===== src/rtl/prng_range_gen.sv =====
// rtl/prng_range_gen.sv - Fibonacci LFSR random source with bounded-range rejection sampling
// Optional macro PRNG_FREE_RUN_EN: LFSR also steps in IDLE and DONE for request-timing entropy.
module prng_range_gen #(
  parameter int                LFSR_W    = 32,
  parameter int                OUT_W     = 10,
  parameter logic [LFSR_W-1:0] TAPS      = 32'h80200003,
  parameter logic [LFSR_W-1:0] SEED      = 32'hACE1ACE1,
  parameter int                MAX_TRIES = 8
) (
  input  logic              clk,
  input  logic              rst,
  input  logic              seed_load,
  input  logic [LFSR_W-1:0] seed_in,
  input  logic              req_valid,
  output logic              req_ready,
  input  logic [OUT_W-1:0]  range_max,
  output logic              out_valid,
  input  logic              out_ready,
  output logic [OUT_W-1:0]  out_data,
  output logic              out_fallback
);

  typedef enum logic [1:0] {IDLE, GEN, DONE} state_t;

  state_t            state_q;
  logic [LFSR_W-1:0] lfsr_q;
  logic [LFSR_W-1:0] lfsr_d;
  logic [LFSR_W-1:0] lfsr_step;
  logic [OUT_W-1:0]  range_q;
  logic [OUT_W-1:0]  mask;
  logic [OUT_W-1:0]  cand;
  logic [7:0]        tries_q;
  logic              cand_ok;
  logic              last_try;
  logic              out_valid_q;
  logic [OUT_W-1:0]  out_data_q;
  logic              out_fallback_q;

  // A seed load always wins over stepping; a zero seed would lock the LFSR.
  always_comb begin
    lfsr_step = {lfsr_q[LFSR_W-2:0], ^(lfsr_q & TAPS)};
    lfsr_d    = lfsr_q;
    if (seed_load) begin
      lfsr_d = (seed_in == '0) ? SEED : seed_in;
    end else if (state_q == GEN) begin
      lfsr_d = lfsr_step;
    end
`ifdef PRNG_FREE_RUN_EN
    else begin
      lfsr_d = lfsr_step;
    end
`else
`endif
  end

  // Smallest all-ones mask covering the latched range: bit i set if any range bit >= i is set.
  always_comb begin
    mask = '0;
    for (int i = 0; i < OUT_W; i++) begin
      mask[i] = |(range_q >> i);
    end
  end

  assign cand     = lfsr_q[OUT_W-1:0] & mask;
  assign cand_ok  = (cand <= range_q);
  assign last_try = (({1'b0, tries_q} + 9'd1) == 9'(MAX_TRIES));

  always_ff @(posedge clk or posedge rst) begin
    if (rst) begin
      state_q        <= IDLE;
      lfsr_q         <= SEED;
      range_q        <= '0;
      tries_q        <= '0;
      out_valid_q    <= 1'b0;
      out_data_q     <= '0;
      out_fallback_q <= 1'b0;
    end else begin
      lfsr_q <= lfsr_d;
      case (state_q)
        IDLE: begin
          if (req_valid) begin
            range_q <= range_max;
            tries_q <= '0;
            state_q <= GEN;
          end
        end
        GEN: begin
          tries_q <= tries_q + 8'd1;
          if (cand_ok) begin
            out_data_q     <= cand;
            out_fallback_q <= 1'b0;
            out_valid_q    <= 1'b1;
            state_q        <= DONE;
          end else if (last_try) begin
            // Dropping the top mask bit guarantees a value strictly below the range.
            out_data_q     <= cand & (mask >> 1);
            out_fallback_q <= 1'b1;
            out_valid_q    <= 1'b1;
            state_q        <= DONE;
          end
        end
        DONE: begin
          if (out_ready) begin
            out_valid_q <= 1'b0;
            state_q     <= IDLE;
          end
        end
        default: state_q <= IDLE;
      endcase
    end
  end

  assign req_ready    = (state_q == IDLE);
  assign out_valid    = out_valid_q;
  assign out_data     = out_data_q;
  assign out_fallback = out_fallback_q;

endmodule

===== config.mk =====
export PLATFORM = sky130hd
export DESIGN_NAME = prng_range_gen
export DESIGN_NICKNAME = d
export VERILOG_FILES = /design/src/rtl/prng_range_gen.sv
export SDC_FILE = /design/constraint.sdc
export NUM_CORES = 1
export LEC_CHECK = 0
export CORE_MARGIN = 8
export CORE_UTILIZATION = 50
export CTS_CLUSTER_DIAMETER = 150
export DETAILED_ROUTE_END_ITERATION = 7
export GPL_TIMING_DRIVEN = 0
export MAX_ROUTING_LAYER = met4
export PLACE_DENSITY = 0.77
export SLEW_MARGIN = 10
export SYNTH_ARGS = -nofsm -noshare
export SYNTH_HDL_FRONTEND = slang
export SYNTH_SLANG_ARGS = --single-unit

===== constraint.sdc =====
create_clock -name clk -period 4.4 [get_ports clk]
set_input_delay 0.88 -clock clk [delete_from_list [all_inputs] [get_ports clk]]
set_output_delay 0.88 -clock clk [all_outputs]
set_load 0.005 [all_outputs]

==> results of run 1 <==
[worst reg2reg max path: stages (launching register included)]
cell,delay (ns)
dfrtp_1,0.38
buf_6,0.14
or4_4,0.55
or3_4,0.38
or3_1,0.34
and2_4,0.17
ha_1,0.26
and4_1,0.17
o21ai_0,0.07
nor4bb_1,0.52
or2_2,0.20
clkbuf_1,0.36
a21oi_1,0.13
o31ai_1,0.22
[through the flow]
stage | setup slack [ns] | util [%] | power [uW] | hold slack, ns | instance area (sq um)
3_5_place_dp | 0.537 | 62.7 | 2020 | 0.465 | 4010
4_1_cts | 0.475 | 66.1 | 2570 | 0.480 | 4220
3_3_place_gp | 0.606 | 62.7 | 1970 | 0.461 | 4000
2_1_floorplan | 0.950 | - | 1640 | 0.452 | 3320
5_1_grt | 0.198 | 66.1 | 2760 | 0.505 | 4220
6_report | 0.404 | 66.1 | 2570 | 0.473 | 4220
[logic make-up (layout without fill, tap and decap cells)]
logic type,after synthesis,in the layout,synth area share [%]
multiplexers,19,19,5.81
flip-flops,64,64,48.9
adder cells (fa/ha/maj),10,10,3.77
XOR/XNOR,5,5,1.32
buffers and inverters,36,111,4.30
AO/OA/AOI/OAI,91,91,17.1
AND/OR/NAND/NOR,138,138,18.8
[power breakdown]
group / leakage [uW] / switching, uW / internal [uW]
clock network: 0.000113 / 226 / 323
registers: 0.000771 / 135 / 796
logic: 0.000928 / 592 / 495
[path summary, 6_finish.rpt]
| check | start | to | slack, ns | cells past startpoint |
|---|---|---|---|---|
| hold / removal | out_data[2] | out_data[2] | 0.47 | 2 |
| max in group asynchronous | rst | out_data[2] | 2.85 | 2 |
| setup / recovery | range_q[9] | out_data[0] | 0.40 | 13 |
| min in group asynchronous | rst | lfsr_q[28] | 1.03 | 2 |
| setup reg to reg | range_q[9] | out_data[0] | 0.40 | 13 |
| hold reg to reg | out_data[2] | out_data[2] | 0.47 | 2 |
[Yosys cell counts (all sizes together), types with 6 or more instances]
cell and number:
dfrtp 48, nand3 6, nand2 47, mux2i 17, o21ai 46, inv 14, o31ai 6, nor4 8
nor2 54, ha 10, clkbuf 20, o22a 16, dfstp 16, a21oi 9
[metal layers]
metal | wire, um | global-route usage (%) | part of all wire [%] | vias to the layer above
met2 | 4050 | 28.5 | 47 | 87
met4 | 101 | 7.93 | 1.2 | 0
li1 | - | - | - | 1405
met3 | 518 | 4.20 | 6.1 | 11
met1 | 3870 | 24.1 | 45 | 1418
met5 | 0 | - | 0 | -
[cell type report]
| cell class | instances | area (sq um) |
|---|---|---|
| Buffer | 22 | 90.1 |
| Clock buffer | 14 | 183 |
| Clock inverter | 2 | 35.0 |
| Fill cell | 539 | 2160 |
| Inverter | 14 | 55.1 |
| Multi-Input combinational cell | 263 | 1550 |
| Sequential cell | 64 | 1620 |
| Tap cell | 77 | 96.3 |
| Timing Repair Buffer | 59 | 591 |
[sequential cells by signal, summed over array words and instances, names as in the netlist]
name,cells
out_data,10
state_q,2
out_fallback,1
out_valid,1
range_q,10
lfsr_q,32
tries_q,8
[cell usage in the layout (no fill, tap or decap), types with 10 or more instances in the layout]
master           synthesis  routed
o22a_1                  16      16
ha_1                    10      10
inv_1                   14      13
clkbuf_8                 0      13
dfrtp_1                 48      48
mux2i_1                 17      17
clkbuf_1                20      21
o21ai_0                 44      44
clkdlybuf4s50_1          0      59
nor2_1                  54      54
nand2_1                 47      47
dfstp_2                 16      16
==> flow_summary_export.csv, run 1 <==
group,metric,value,unit
global_routing,overflow,0,
setup_path,path_max_fanout,9,
setup_path,crit_chain,"buf_6, or4_4, or3_4, or3_1, and2_4, ha_1, and4_1, o21ai_0, nor4bb_1, or2_2, clkbuf_1, a21oi_1, o31ai_1",
sta,min_period_over_period,90.8,%
route,dr.first_iter.drc_count,207,
global_routing,grt_usage,18.9,%
sta,fmax,0.250,GHz
global_routing,grt_max_degree,65,
global_routing,grt_pass1_vias,3098,
sta,setup_viol,0,
finish,layout.nets,490,
global_routing,antenna_found_initial,0,
sta,max_slew_margin,47.7,%
synth,post_synth.cell_area_avg,9.14,sq um
placed_design,dp_hpwl,6.23,mm
synth,synth_warnings,0,
setup_path,crit_type,"flip-flop to flip-flop",
die,die_w,97.5,um
synth,async_reset_ff_share,100,%
synth,synthCells,363,
cts,numCtsBuffers,9,
cts,clk_pin_slew_worst_paths,0.07,ns
synth,syn-num-nets,420,
placed_design,numPortBuffers,59,
die,core-area,0.00639,sq mm
power,peakVddDrop,0.000346,V
sta,finalHoldViolCount,0,
synth,yosysTopAreaCell,"dfrtp_1",
synth,ys_top_cells_by_area,"dfrtp_1, dfstp_2, o21ai_0, nor2_1, nand2_1",
synth,synth-edff-count,0,
sta,worst_slew_pin_slew,0.785,ns
route,detail-route-antenna-nets,0,
finish,syn2layout_area_growth,27.3,%
route,wirelength,8.54,mm
setup_path,slowest_stage,"or4_4",
job,maxCapViolCount,0,
sta,clock_skew,0.00618,ns
cts,cts_sinks,64,
synth,synth_area,0.00332,sq mm
die,dieArea,0.00950,sq mm
die,die_h,97.5,um
outcome,outcome,"finished clean",
synth,synth_ff_type,"dfrtp_1",
route,num_vias,2921,
finish,post_layout_nonfiller_instances,515,
cts,htreeDepth,3,
route,drcViolationCount,0,
cts,cts_tree,"built",
synth,synth_top_area_share,36.2,%
sta,min_period,4.00,ns
placed_design,dp.cells,499,
power,powerDensity,608,mW/mm^2
setup_path,crit_path_start_kind,"flip-flop",
synth,synth-seq-area-share,48.9,%
die,ioPinCount,60,
finish,num_antenna_cells,0,
setup_path,cp.required,4.65,ns
setup_path,worstSetupEndpointType,"flip-flop",
cts,insertion_delay,0.34,ns
synth,synth_seq_cells,64,
cts,cts_root_buf,"clkbuf_8",
route,drt_first_pass_iters,5,
setup_path,cp_data_arrival_time,4.24,ns
placed_design,globalplace.congestion,0.835,
sta,slew_viol_final,0,
global_routing,grt_pass1_wl,14.5,mm
die,initial_core_util,51.9,%
cts,cts_resized,0,
route,wl_per_cell,16.6,um
cts,cts_max_path_buffers,2,
route,viasPerCell,5.67,
setup_path,critPathBufInv,2,
cts,post_cts_buffers,0,
power,leakagePower,0.00181,uW
setup_path,critPathMaxStageDelay,0.55,ns
min_path,min_path_type,"flip-flop to flip-flop",
cts,holdBufCountCts,0,
setup_path,crit_family,"simple AND/OR/NAND/NOR gates",
finish,drive_above_1_share,9.36,%
sta,tns,0,ns
synth,yosysUniqueCellTypes,43,
sta,rsz0062_at_grt,"no",
die,rows,29,
Note: power is estimated with default switching activity, not from simulation.
==> run 2, diff against run 1 <==
CORE_UTILIZATION = 30   (was 50)
PLACE_DENSITY = unset   (was 0.77)
SLEW_MARGIN = unset   (was 10)
==> flow_summary_export.csv, run 2 (synthesis results as in run 1) <==
group,metric,value,unit
finish,final_cell_mix,"clkdlybuf4s50_1, nor2_1, dfrtp_1, nand2_1, o21ai_0",
sta,rsz0062_at_grt,"no",
setup_path,crit_type,"flip-flop to flip-flop",
power,sw_frac_of_total,38.3,%
die,rows,38,
placed_design,dp_hpwl,6.47,mm
power,peakVddDrop,0.000199,V
sta,clock_skew,0.0145,ns
finish,syn2layout_area_growth,29.8,%
sta,finalHoldViolCount,0,
cts,insertion_delay,0.35,ns
route,wl_per_cell,15.0,um
route,detail-route-antenna-nets,0,
route,drcViolationCount,0,
sta,fmax,0.257,GHz
die,initial_core_util,30.7,%
global_routing,grt_pass1_wl,14.8,mm
placed_design,numPortBuffers,59,
route,drt_first_pass_iters,4,
route,num_vias,2813,
finish,num_antenna_cells,0,
power,powerDensity,586,mW/mm^2
setup_path,cp.required,4.64,ns
cts,numCtsBuffers,9,
cts,cts_tree,"built",
global_routing,grt_usage,13.0,%
job,maxCapViolCount,0,
setup_path,worstSetupEndpointType,"flip-flop",
global_routing,antenna_found_initial,0,
setup_path,path_max_fanout,9,
global_routing,grt_pass1_vias,2973,
power,power_frac_comb,42.8,%
placed_design,globalplace.congestion,0.863,
power,seqPwrFrac,36.8,%
global_routing,overflow,0,
finish,multiInputGateArea,0.00155,sq mm
cts,cts_root_buf,"clkbuf_8",
route,viasPerCell,4.86,
cts,cts_max_path_buffers,2,
finish,fill_cells,1098,
sta,min_period,3.90,ns
sta,min_period_over_period,88.5,%
die,core-area,0.0108,sq mm
cts,post_cts_buffers,0,
die,dieArea,0.0147,sq mm
die,ioPinCount,60,
sta,max_slew_margin,55.2,%
finish,layout_commonest_cell,"clkdlybuf4s50_1",
sta,setup_viol,0,
route,dr.first_iter.drc_count,99,
global_routing,grt_max_degree,40,
cts,clk_pin_slew_worst_paths,0.07,ns
route,wirelength,8.67,mm
sta,tns,0,ns
die,die_h,121,um
finish,drive_above_1_share,9.79,%
finish,seq_area,0.00162,sq mm
power,intPower,1560,uW
finish,layout.nets,491,
finish,regMostFlops,"lfsr_q",
cts,htreeDepth,3,
die,die_w,121,um
power,clockPowerShare,20.5,%
cts,cts_resized,0,
finish,fin_area,0.00430,sq mm
power,leakagePower,0.00181,uW
power,p_total,2520,uW
min_path,min_path_type,"flip-flop to flip-flop",
cts,cts_sinks,64,
setup_path,cp_data_arrival_time,4.13,ns
outcome,outcome,"finished clean",
cts,holdBufCountCts,0,
sta,worst_slew_pin_slew,0.672,ns
placed_design,dpl_cell_area,0.00410,sq mm
finish,largest_reg_flops,32,
setup_path,crit_path_start_kind,"flip-flop",
power,switching_power,964,uW
sta,slew_viol_final,0,
==> run 2: cell count changes in the layout (fill, tap and decap cells not counted), sizes merged <==
cell / before / now
clkbuf: 34 / 29
clkinv: 1 / 3
inv: 14 / 16
buf: 2 / 3
clkinvlp: 0 / 1
==> run 2: per-layer routing <==
layer	global-route usage [%]	share of wire [%]	up-vias	wire length [um]
met2	19.4	44	82	3800
met5	-	0	-	0
met4	3.16	0.40	0	35
met1	16.8	50	1312	4360
li1	-	-	1417	-
met3	4.00	5.6	2	484
==> run 2: area by class of cell <==
| type | count | share of cell area, % |
|---|---|---|
| Sequential cell | 64 | 37.7 |
| Buffer | 22 | 2.09 |
| Timing Repair Buffer | 60 | 14.2 |
| Clock buffer | 9 | 2.88 |
| Tap cell | 140 | 4.07 |
| Multi-Input combinational cell | 263 | 36.1 |
| Inverter | 14 | 1.22 |
| Clock inverter | 7 | 1.80 |
==> run 2: worst max-delay path, stage by stage, from the launching register on <==
cell and delay [ns]:
dfrtp_1 0.37, buf_6 0.13, or4_4 0.55, or3_4 0.38, or3_1 0.34, and2_4 0.17
ha_1 0.25, and4_1 0.16, o21ai_0 0.06, nor4bb_1 0.45, or2_2 0.19, clkbuf_1 0.36
a21oi_1 0.13, o31ai_1 0.23
==> run 2: stage by stage <==
stage | std cells | util, % | hold WS [ns] | setup WS [ns]
finish | 579 | 39.9 | 0.478 | 0.505
global route | 579 | 39.9 | 0.513 | 0.316
detailed placement | 563 | 38.0 | 0.470 | 0.531
floorplan | 363 | - | 0.452 | 0.950
global placement | 562 | 37.8 | 0.463 | 0.545
CTS | 579 | 39.9 | 0.487 | 0.504
==> run 2: final timing paths <==
| kind | start | slack (ns) | cells past startpoint | end |
|---|---|---|---|---|
| setup / recovery | range_q[9] | 0.50 | 13 | out_data[1] |
| hold / removal | out_data[2] | 0.48 | 2 | out_data[2] |
| setup reg to reg | range_q[9] | 0.50 | 13 | out_data[1] |
| hold reg to reg | out_data[2] | 0.48 | 2 | out_data[2] |
| max in group asynchronous | rst | 2.82 | 3 | lfsr_q[6] |
| min in group asynchronous | rst | 0.90 | 2 | lfsr_q[25] |
==> run 2: power by group through the flow <==
stage	Combinational (uW)	Sequential [uW]	Clock [uW]
after global routing	1230	953	559
after CTS	1090	927	530
after detailed placement	1090	936	0
final	1080	927	516
after global placement	1070	931	0
after floorplan	735	905	0
==> RTL change: new RTL, flow settings as in run 1 <==
Add a define of `PRNG_FREE_RUN_EN`.
--- a/src/rtl/prng_range_gen.sv
+++ b/src/rtl/prng_range_gen.sv
@@ -1,5 +1,7 @@
 // rtl/prng_range_gen.sv - Fibonacci LFSR random source with bounded-range rejection sampling
 // Optional macro PRNG_FREE_RUN_EN: LFSR also steps in IDLE and DONE for request-timing entropy.
+`define PRNG_FREE_RUN_EN
+
 module prng_range_gen #(
   parameter int                LFSR_W    = 32,
   parameter int                OUT_W     = 10,
Behaviour: not the same (Yosys sat finds a counterexample within 4 cycles, from zero or initial values and one cycle with rst high).
==> RTL change against run 1 <==
Die area decreased by 8.1%; via count decreased by 20%; non-clock buffer count decreased by 12; cell count decreased by 19%; largest power group is now sequential cells; routed wire length decreased by 19%; sequential cell count unchanged; count of clock-buffer cells in the layout decreased by 3; worst setup slack improved by 35 ps; area after synthesis decreased by 9.7%; cell area decreased by 7.2%; power decreased by 12%.
==> RTL change: results <==
[finish]
n_fill_cell = 474
area_growth_pct = 30.8
buf_share = 0.160
largest_register_ff_count = 32
nClkBuffers = 11
multi_input_gates = 181
num-nonclk-buffers = 69
n_sequential_cell = 64
drive_gt1_frac = 0.186
multiInputGateArea_um2 = 1280
clkCellAreaFrac = 0.0626
layout.cells.non_filler = 419
inv_count = 14

[routing]
first_pass_iters = 4
drtIter0Drc = 136
routed_wl_um = 6910
vias = 2333

[logic_synthesis]
yosysUniqueCellTypes = 46
synthTopCellsByCount = dfrtp_1, o21ai_0, nand2_1, mux2_2
yosysSeqAreaShare = 0.541
synth_nets = 327
synth_area_leaders = dfrtp_1, dfstp_2, mux2_2, o22a_1, ha_1
synthCells = 270

[pwr]
leakage_nw = 1.61
peakVddDrop_uv = 370
p_switching_mw = 0.722

[global_routing]
grt_pass1_vias = 2517
track_usage = 0.178
grt_pass1_wl_um = 11800

[placement]
post-place-cells = 403
gp_congestion = 0.854
post-place-ws_ps = 505
io_buffer_count = 58
place_area_um2 = 3670
dp_hpwl_um = 5130

[setup_path]
worstPathArrival_ps = 4180
rr_startpoint = range_q[9]
cp_max_fo = 10

[die]
core_um2 = 5850

[timing]
worst_slew_pin_slew_ps = 768
skew_ps = 6.19
hold_viol = 0

[clock_tree]
post_cts_resized = 0
post-cts-setup-buffers = 0
numCtsBuffers = 9

[run_status]
outcome = finished, final reports clean

[worst_hold_path]
hp-start = lfsr_q[14]
-- RTL change: cell count changes after synthesis, sizes merged, moves of 5 or more --
| cell | change |
|---|---|
| a21oi | -5 |
| clkbuf | -10 |
| mux2 | +19 |
| mux2i | -17 |
| nand2 | -25 |
| nor2 | -41 |
| o21ai | -20 |
| o31ai | -5 |
-- RTL change: logic make-up after synthesis --
| logic type | after synthesis | share of synthesized area |
|---|---|---|
| XOR/XNOR | 4 | 0.0117 |
| flip-flops | 64 | 0.541 |
| adder cells (fa/ha/maj) | 10 | 0.0418 |
| AO/OA/AOI/OAI | 69 | 0.157 |
| multiplexers | 21 | 0.0802 |
| AND/OR/NAND/NOR | 77 | 0.136 |
| buffers and inverters | 25 | 0.0326 |
-- RTL change: final timing paths --
check,to,slack (ps),depth (start not counted)
max in group asynchronous,state_q[1],2860,2
min in group asynchronous,lfsr_q[25],1040,2
hold reg to reg,lfsr_q[15],480,1
setup reg to reg,out_data[2],440,11
setup / recovery,out_data[2],440,11
hold / removal,lfsr_q[15],480,1
-- RTL change: critical path: stages (launching register included) --
cell and delay, ps:
dfrtp_1 460, or3_4 400, or4_4 460, or3_1 360
and2_4 180, ha_1 170, a211oi_1 230, nor2_1 70
or4_2 680, a31oi_1 270, buf_4 250, mux2_4 310
-- RTL change: power groups by stage --
stage	clock network (mW)	registers, mW	logic [mW]
2_1_floorplan	0	0.835	0.501
3_3_place_gp	0	0.856	0.768
3_5_place_dp	0	0.861	0.786
4_1_cts	0.626	0.852	0.793
5_1_grt	0.647	0.872	0.887
6_report	0.614	0.851	0.786
-- RTL change: metal layers --
layer	wire length, um	track usage	vias to the layer above
met5	0	-	-
met4	81	0.0564	0
met3	334	0.0521	8
met2	3280	0.288	60
met1	3210	0.210	1141
li1	-	-	1124
